<file path="config.mk">
export PLATFORM = sky130hd
export DESIGN_NAME = seq_normalizer
export DESIGN_NICKNAME = d
export VERILOG_FILES = /design/src/rtl/seq_normalizer.sv
export SDC_FILE = /design/constraint.sdc
export NUM_CORES = 1
export LEC_CHECK = 0
export CAP_MARGIN = 20
export CORE_AREA = 2 2 39 41
export DETAILED_ROUTE_END_ITERATION = 8
export DIE_AREA = 0 0 41 43
export PLACE_DENSITY_LB_ADDON = 0.12
export SETUP_SLACK_MARGIN = 0.05
export SYNTH_ARGS = -nofsm -noshare
export SYNTH_HDL_FRONTEND = slang
export SYNTH_SLANG_ARGS = --single-unit
</file>
<file path="constraint.sdc">
create_clock -name clk -period 1.7 [get_ports clk]
set_input_delay 0.255 -clock clk [delete_from_list [all_inputs] [get_ports clk]]
set_output_delay 0.255 -clock clk [all_outputs]
set_load 0.02 [all_outputs]
</file>
<file path="src/rtl/seq_normalizer.sv">
// Multi-cycle left normalizer: shifts a word left one bit per cycle until its MSB is set,
// reporting the shift count (leading zeros) and an all-zero flag over valid/ready handshakes.
module seq_normalizer #(
    parameter int WIDTH = 4,
    parameter int SW    = $clog2(WIDTH)
) (
    input  logic             clk,
    input  logic             rst_n,
    input  logic             in_valid,
    output logic             in_ready,
    input  logic [WIDTH-1:0] in_data,
    output logic             out_valid,
    input  logic             out_ready,
    output logic [WIDTH-1:0] out_data,
    output logic [SW-1:0]    out_shift,
    output logic             out_zero
);

    typedef enum logic [1:0] {
        IDLE  = 2'd0,
        SHIFT = 2'd1,
        HOLD  = 2'd2
    } state_t;

    state_t           state_reg, state_next;
    logic [WIDTH-1:0] work_reg, work_next;
    logic [WIDTH-1:0] work_shifted;
    logic [SW-1:0]    count_reg, count_next;
    logic             zero_reg, zero_next;

    // One-bit left shift with zero fill.
    assign work_shifted[0] = 1'b0;
    generate
        for (genvar gi = 1; gi < WIDTH; gi++) begin : g_shift
            assign work_shifted[gi] = work_reg[gi-1];
        end
    endgenerate

    always_ff @(posedge clk or negedge rst_n) begin
        if (!rst_n) begin
            state_reg <= IDLE;
            work_reg  <= '0;
            count_reg <= '0;
            zero_reg  <= 1'b0;
        end else begin
            state_reg <= state_next;
            work_reg  <= work_next;
            count_reg <= count_next;
            zero_reg  <= zero_next;
        end
    end

    always_comb begin
        state_next = state_reg;
        work_next  = work_reg;
        count_next = count_reg;
        zero_next  = zero_reg;
        case (state_reg)
            IDLE: begin
                if (in_valid) begin
                    work_next  = in_data;
                    count_next = '0;
                    zero_next  = 1'b0;
                    state_next = SHIFT;
                end
            end
            SHIFT: begin
                if (work_reg == '0) begin
                    zero_next  = 1'b1;
                    state_next = HOLD;
                end else if (work_reg[WIDTH-1]) begin
                    state_next = HOLD;
                end else begin
                    // MSB is reached within WIDTH-1 shifts, so the counter cannot wrap.
                    work_next  = work_shifted;
                    count_next = count_reg + SW'(1);
                end
            end
            HOLD: begin
                if (out_ready) begin
                    state_next = IDLE;
                end
            end
            default: begin
                state_next = IDLE;
            end
        endcase
    end

    // Outputs come straight from registered state so nothing is combinational from inputs.
    assign in_ready  = (state_reg == IDLE);
    assign out_valid = (state_reg == HOLD);
    assign out_data  = work_reg;
    assign out_shift = count_reg;
    assign out_zero  = zero_reg;

endmodule

</file>
Word-level counts from Yosys, hierarchy flattened

Cells that the tools add are included.

Flip-flop bits (word level): 9
Latch bits: 0
RAM bits: 0
Bits in read-only memories: 0
Bits of input ports: 8
Output and inout bits: 9
Word-level logic and storage cells: 37
Memories kept: 0

$add $sub $neg: 1
$mul: 0
Div/mod/pow operators: 0
Order comparisons: 0
Equality and inequality tests: 8
Shifts and indexed selects: 0
Muxes and demuxes: 16
Bitwise logic cells: 0
Reductions and logical operators: 7

Operators with widths:

| operator              | number |
|---|---|
| $mux W2               | 7 |
| $mux W4               | 3 |
| $reduce_and A3 Y1     | 3 |
| $ne A2 B2 Y1 const B  | 4 |
| $pmux W4 S2           | 1 |
| $pmux W2 S3           | 1 |
| $logic_not A4 Y1      | 1 |
| $pmux W2 S2           | 1 |
| $reduce_and A4 Y1     | 1 |
| $ne A3 B3 Y1 const B  | 1 |
| $add A2 B1 Y2 const B | 1 |
| $eq A2 B1 Y1 const B  | 1 |
| $eq A2 B2 Y1 const B  | 1 |
| $logic_not A2 Y1      | 1 |
| $mux W1               | 2 |
| $ne A2 B1 Y1 const B  | 1 |
| $pmux W1 S2           | 1 |
| $reduce_bool A2 Y1    | 1 |

Logic depth before layout (Yosys ltp)

Depth in word-level cells: 4
Gate-level depth with buffers: 5
Mapped depth without buffers: 3

Worst setup path before layout

No wires, ideal clock.

Kind: register -> register
Start point: reg work_reg[1] (netlist: out_data[1])
End point: reg count_reg[1] (netlist: out_shift[1])
Library setup time: 0.104 ns
Arrival time: 1.170 ns
Required time: 1.596 ns
Slack: 0.427 ns
Cell stages (with the launch flop): 4
Path buffers: 0
Period minus slack after synthesis: 1.273 ns
Cell sequence: dfrtp_1 -> or3_4 -> a31o_1 -> o311ai_1

Word-level cells in the longest chain between the ends: 3

Ends and longest elaborated chain:

| what                        | line | text |
|---|---|---|
| start: declaration          | 26   | `logic [WIDTH-1:0] work_reg, work_next;` |
| start signal: assignment    | 47   | `work_reg <= work_next;` |
| $logic_not A4 Y1            | 68   | `if (work_reg == '0) begin` |
| $ne A2 B2 Y1 (no line)      | --   |  |
| $reduce_and A4 Y1 (no line) | --   |  |
| end signal: assignment      | 48   | `count_reg <= count_next;` |
| end: declaration            | 28   | `logic [SW-1:0] count_reg, count_next;` |

No other way between the ends.
A chain may end at the register's enable or synchronous reset.

Worst setup path in the final report

Start point: reg work_reg[0] (netlist: out_data[0])
End point: out out_data[0]

RTL lines:

| what             | line | text |
|---|---|---|
| end: declaration | 14   | `output logic [WIDTH-1:0] out_data,` |

No word-level cell between the ends.

==> run_results.csv <==
group,metric,value,unit
clocking,cts-htree-levels,1,
critical_path,start_kind,"flop",
layout,multi_input_area,265.3,um2
power_and_ir_drop,ir_worst_vdd,826.9,uV
route,viasPerCell,5.158,
logic_synthesis,ys_warn_count,0,
timing,slew_headroom,69.59,%
grt,antenna_found_initial,0,
clocking,cts_setup_buffers,0,
layout,nFillCells,140,
layout,post-route-util,53.07,%
clocking,cts-root-buf,"clkbuf_4",
route,first_pass_iters,4,
route,routedWlPerCell,13.02,um
power_and_ir_drop,powerDensity,1771,nW/um2
logic_synthesis,synth-seq-cells,9,
logic_synthesis,avgSynthCellArea,8.821,um2
logic_synthesis,yosysMostFrequentCell,"dfrtp_1",
logic_synthesis,netlist_area,529.3,um2
critical_path,slowest_stage,"clkdlybuf4s50_1",
clocking,clock_sinks,9,
clocking,path_clk_slew,0.06,ns
timing,setup_tns,0,ns
clocking,clk_latency,0.26,ns
clocking,cts_resized,3,
power_and_ir_drop,power_leakage,0.3075,nW
clocking,cts_max_path_buffers,2,
logic_synthesis,synth_async_sr_flop_share,100.0,%
layout,largest_reg_flops,4,
critical_path,crit_buf_inv,1,
placement,io_buffers,16,
logic_synthesis,synth_cells,60,
route,drtIter0Drc,13,
logic_synthesis,netlist-cell-type-count,23,
logic_synthesis,ys.flop_type,"dfrtp_1",
grt,grt_pass1_wl,2.070,mm
logic_synthesis,synth_area_leaders,"dfrtp_1 43%, nand2b_1 5.9%, a21oi_1 5.7%",
layout,layout.cells.non_filler,95,
grt,grt_max_degree,14,
layout,nets,88,
placement,gp_congestion,0.7220,
timing,rsz0062_at_grt,"false",
logic_synthesis,syn_nets,68,
clocking,hold_buffers,0,
logic_synthesis,ys_seq_area_share,42.55,%
clocking,cts_tree,"yes",
worst_hold_path,hp-class,"primary input to async pin",
grt,grt_pass1_vias,466,
timing,fin_crit_sh,93.64,%
clocking,cts_made_buffers,3,
timing,setup_viol,0,
logic_synthesis,yosys-top-cells-count,"9 x dfrtp_1, 6 x a21oi_1, 5 x inv_1, 5 x nand2b_1",
timing,fin_skew,0.001830,ns
grt,grt.total_usage,17.66,%
timing,worst_slew_pin_slew,0.4548,ns
floorplan,pin_count,17,
floorplan,core_area,1384,um2
critical_path,path_max_fanout,6,
logic_synthesis,synth_edf_count,0,
floorplan,fp.dieW,41,um
floorplan,die_y,43,um
layout,final-seq-area,225.2,um2
critical_path,cp.required,1.44,ns
timing,drv_slew,0,
route,detail-route-antenna-nets,0,
critical_path,crit_path_end_kind,"primary output",
route,dr_total_vias,490,
timing,fmax,628.2,MHz
timing,fin_crit,1.592,ns
floorplan,start_util,38.25,%
placement,placed_cells,91,
layout,drive_gt1_share,8.861,%
layout,n_antenna_cell,0,
floorplan,num_rows,14,
critical_path,crit_type,"flop to primary output",
critical_path,crit_arrival,1.34,ns
critical_path,cp_slowest_stage_delay,0.64,ns
route,drc,0,
floorplan,dieArea,1763,um2
logic_synthesis,synth_top_area_share,42.55,%
grt,overflow,0,
layout,syn2layout_area_growth,38.77,%
critical_path,critPathTopFamily,"buffers and inverters",
run,cap_violations,0,
run_status,status,"complete, no violations",
timing,hold_viol_final,0,
route,drt_wl_total,1.237,mm
logic_synthesis,yosysTopAreaCell,"dfrtp_1",
placement,hpwl,884,um
critical_path,crit_chain,"clkdlybuf4s50_1",
-- cell usage in the layout, fill, tap and decap left out, types with 3 or more instances in the layout --
cell type and instances:
clkdlybuf4s50_1 13, dfrtp_1 9, a21oi_1 6, inv_1 5, nand2b_1 5, nor2_1 4, nor2b_1 4, nand2_1 4
clkbuf_4 3, dlygate4sd2_1 3, buf_4 3
-- path summary, 6_finish.rpt --
path	from	endpoint	slack (ns)	cells after the start
setup / recovery	out_data[0]	out_data[0]	0.11	1
hold / removal	rst_n	out_shift[0]	0.31	1
setup reg to reg	state_reg[0]	out_data[1]	0.42	4
hold reg to reg	out_shift[1]	out_shift[1]	0.56	2
max in group asynchronous	rst_n	out_data[3]	1.08	1
min in group clk	out_shift[1]	out_shift[1]	0.56	2
-- report_power, final --
| part | switching, mW | internal [mW] |
|---|---|---|
| Combinational | 0.371 | 0.335 |
| Sequential | 0.125 | 0.301 |
| Clock | 0.0781 | 0.0906 |
| Total | 0.574 | 0.727 |
-- through the flow --
stage / hold WS (ns) / total power [mW] / cell area [um2] / setup slack [ns]
6_report: 0.3086 / 1.300 / 734.5 / 0.1082
5_1_grt: 0.3374 / 1.407 / 734.5 / 0.05820
4_1_cts: 0.3120 / 1.309 / 734.5 / 0.08162
3_5_place_dp: 0.5429 / 1.158 / 711.9 / 0.2251
3_3_place_gp: 0.5231 / 1.159 / 711.9 / 0.2505
2_1_floorplan: -0.04059 / 0.8663 / 529.3 / 0.4266
-- kinds of logic (layout without fill, tap and decap cells) --
logic type             Yosys count  in the layout  synth area share, %
AND/OR/NAND/NOR                 21             21                22.22
buffers and inverters            9             28                7.327
flip-flops                       9              9                42.55
AO/OA/AOI/OAI                   21             21                27.90
-- layout make-up --
type	instances	share of cell area, %
flip-flops and latches	9	30.66
inverters	5	2.555
well taps	16	2.726
repair buffers	19	24.36
multi-input cells	42	36.12
clock buffers	4	3.578
-- per-layer routing --
layer / track usage (%) / wire, um / up-vias
li1: - / - / 254
met1: 27.33 / 664 / 220
met2: 21.25 / 498 / 14
met3: 3.141 / 64 / 2
met4: 12.00 / 10 / 0
met5: 0 / 0 / -
No activity file was read; power rests on OpenSTA's default activity.
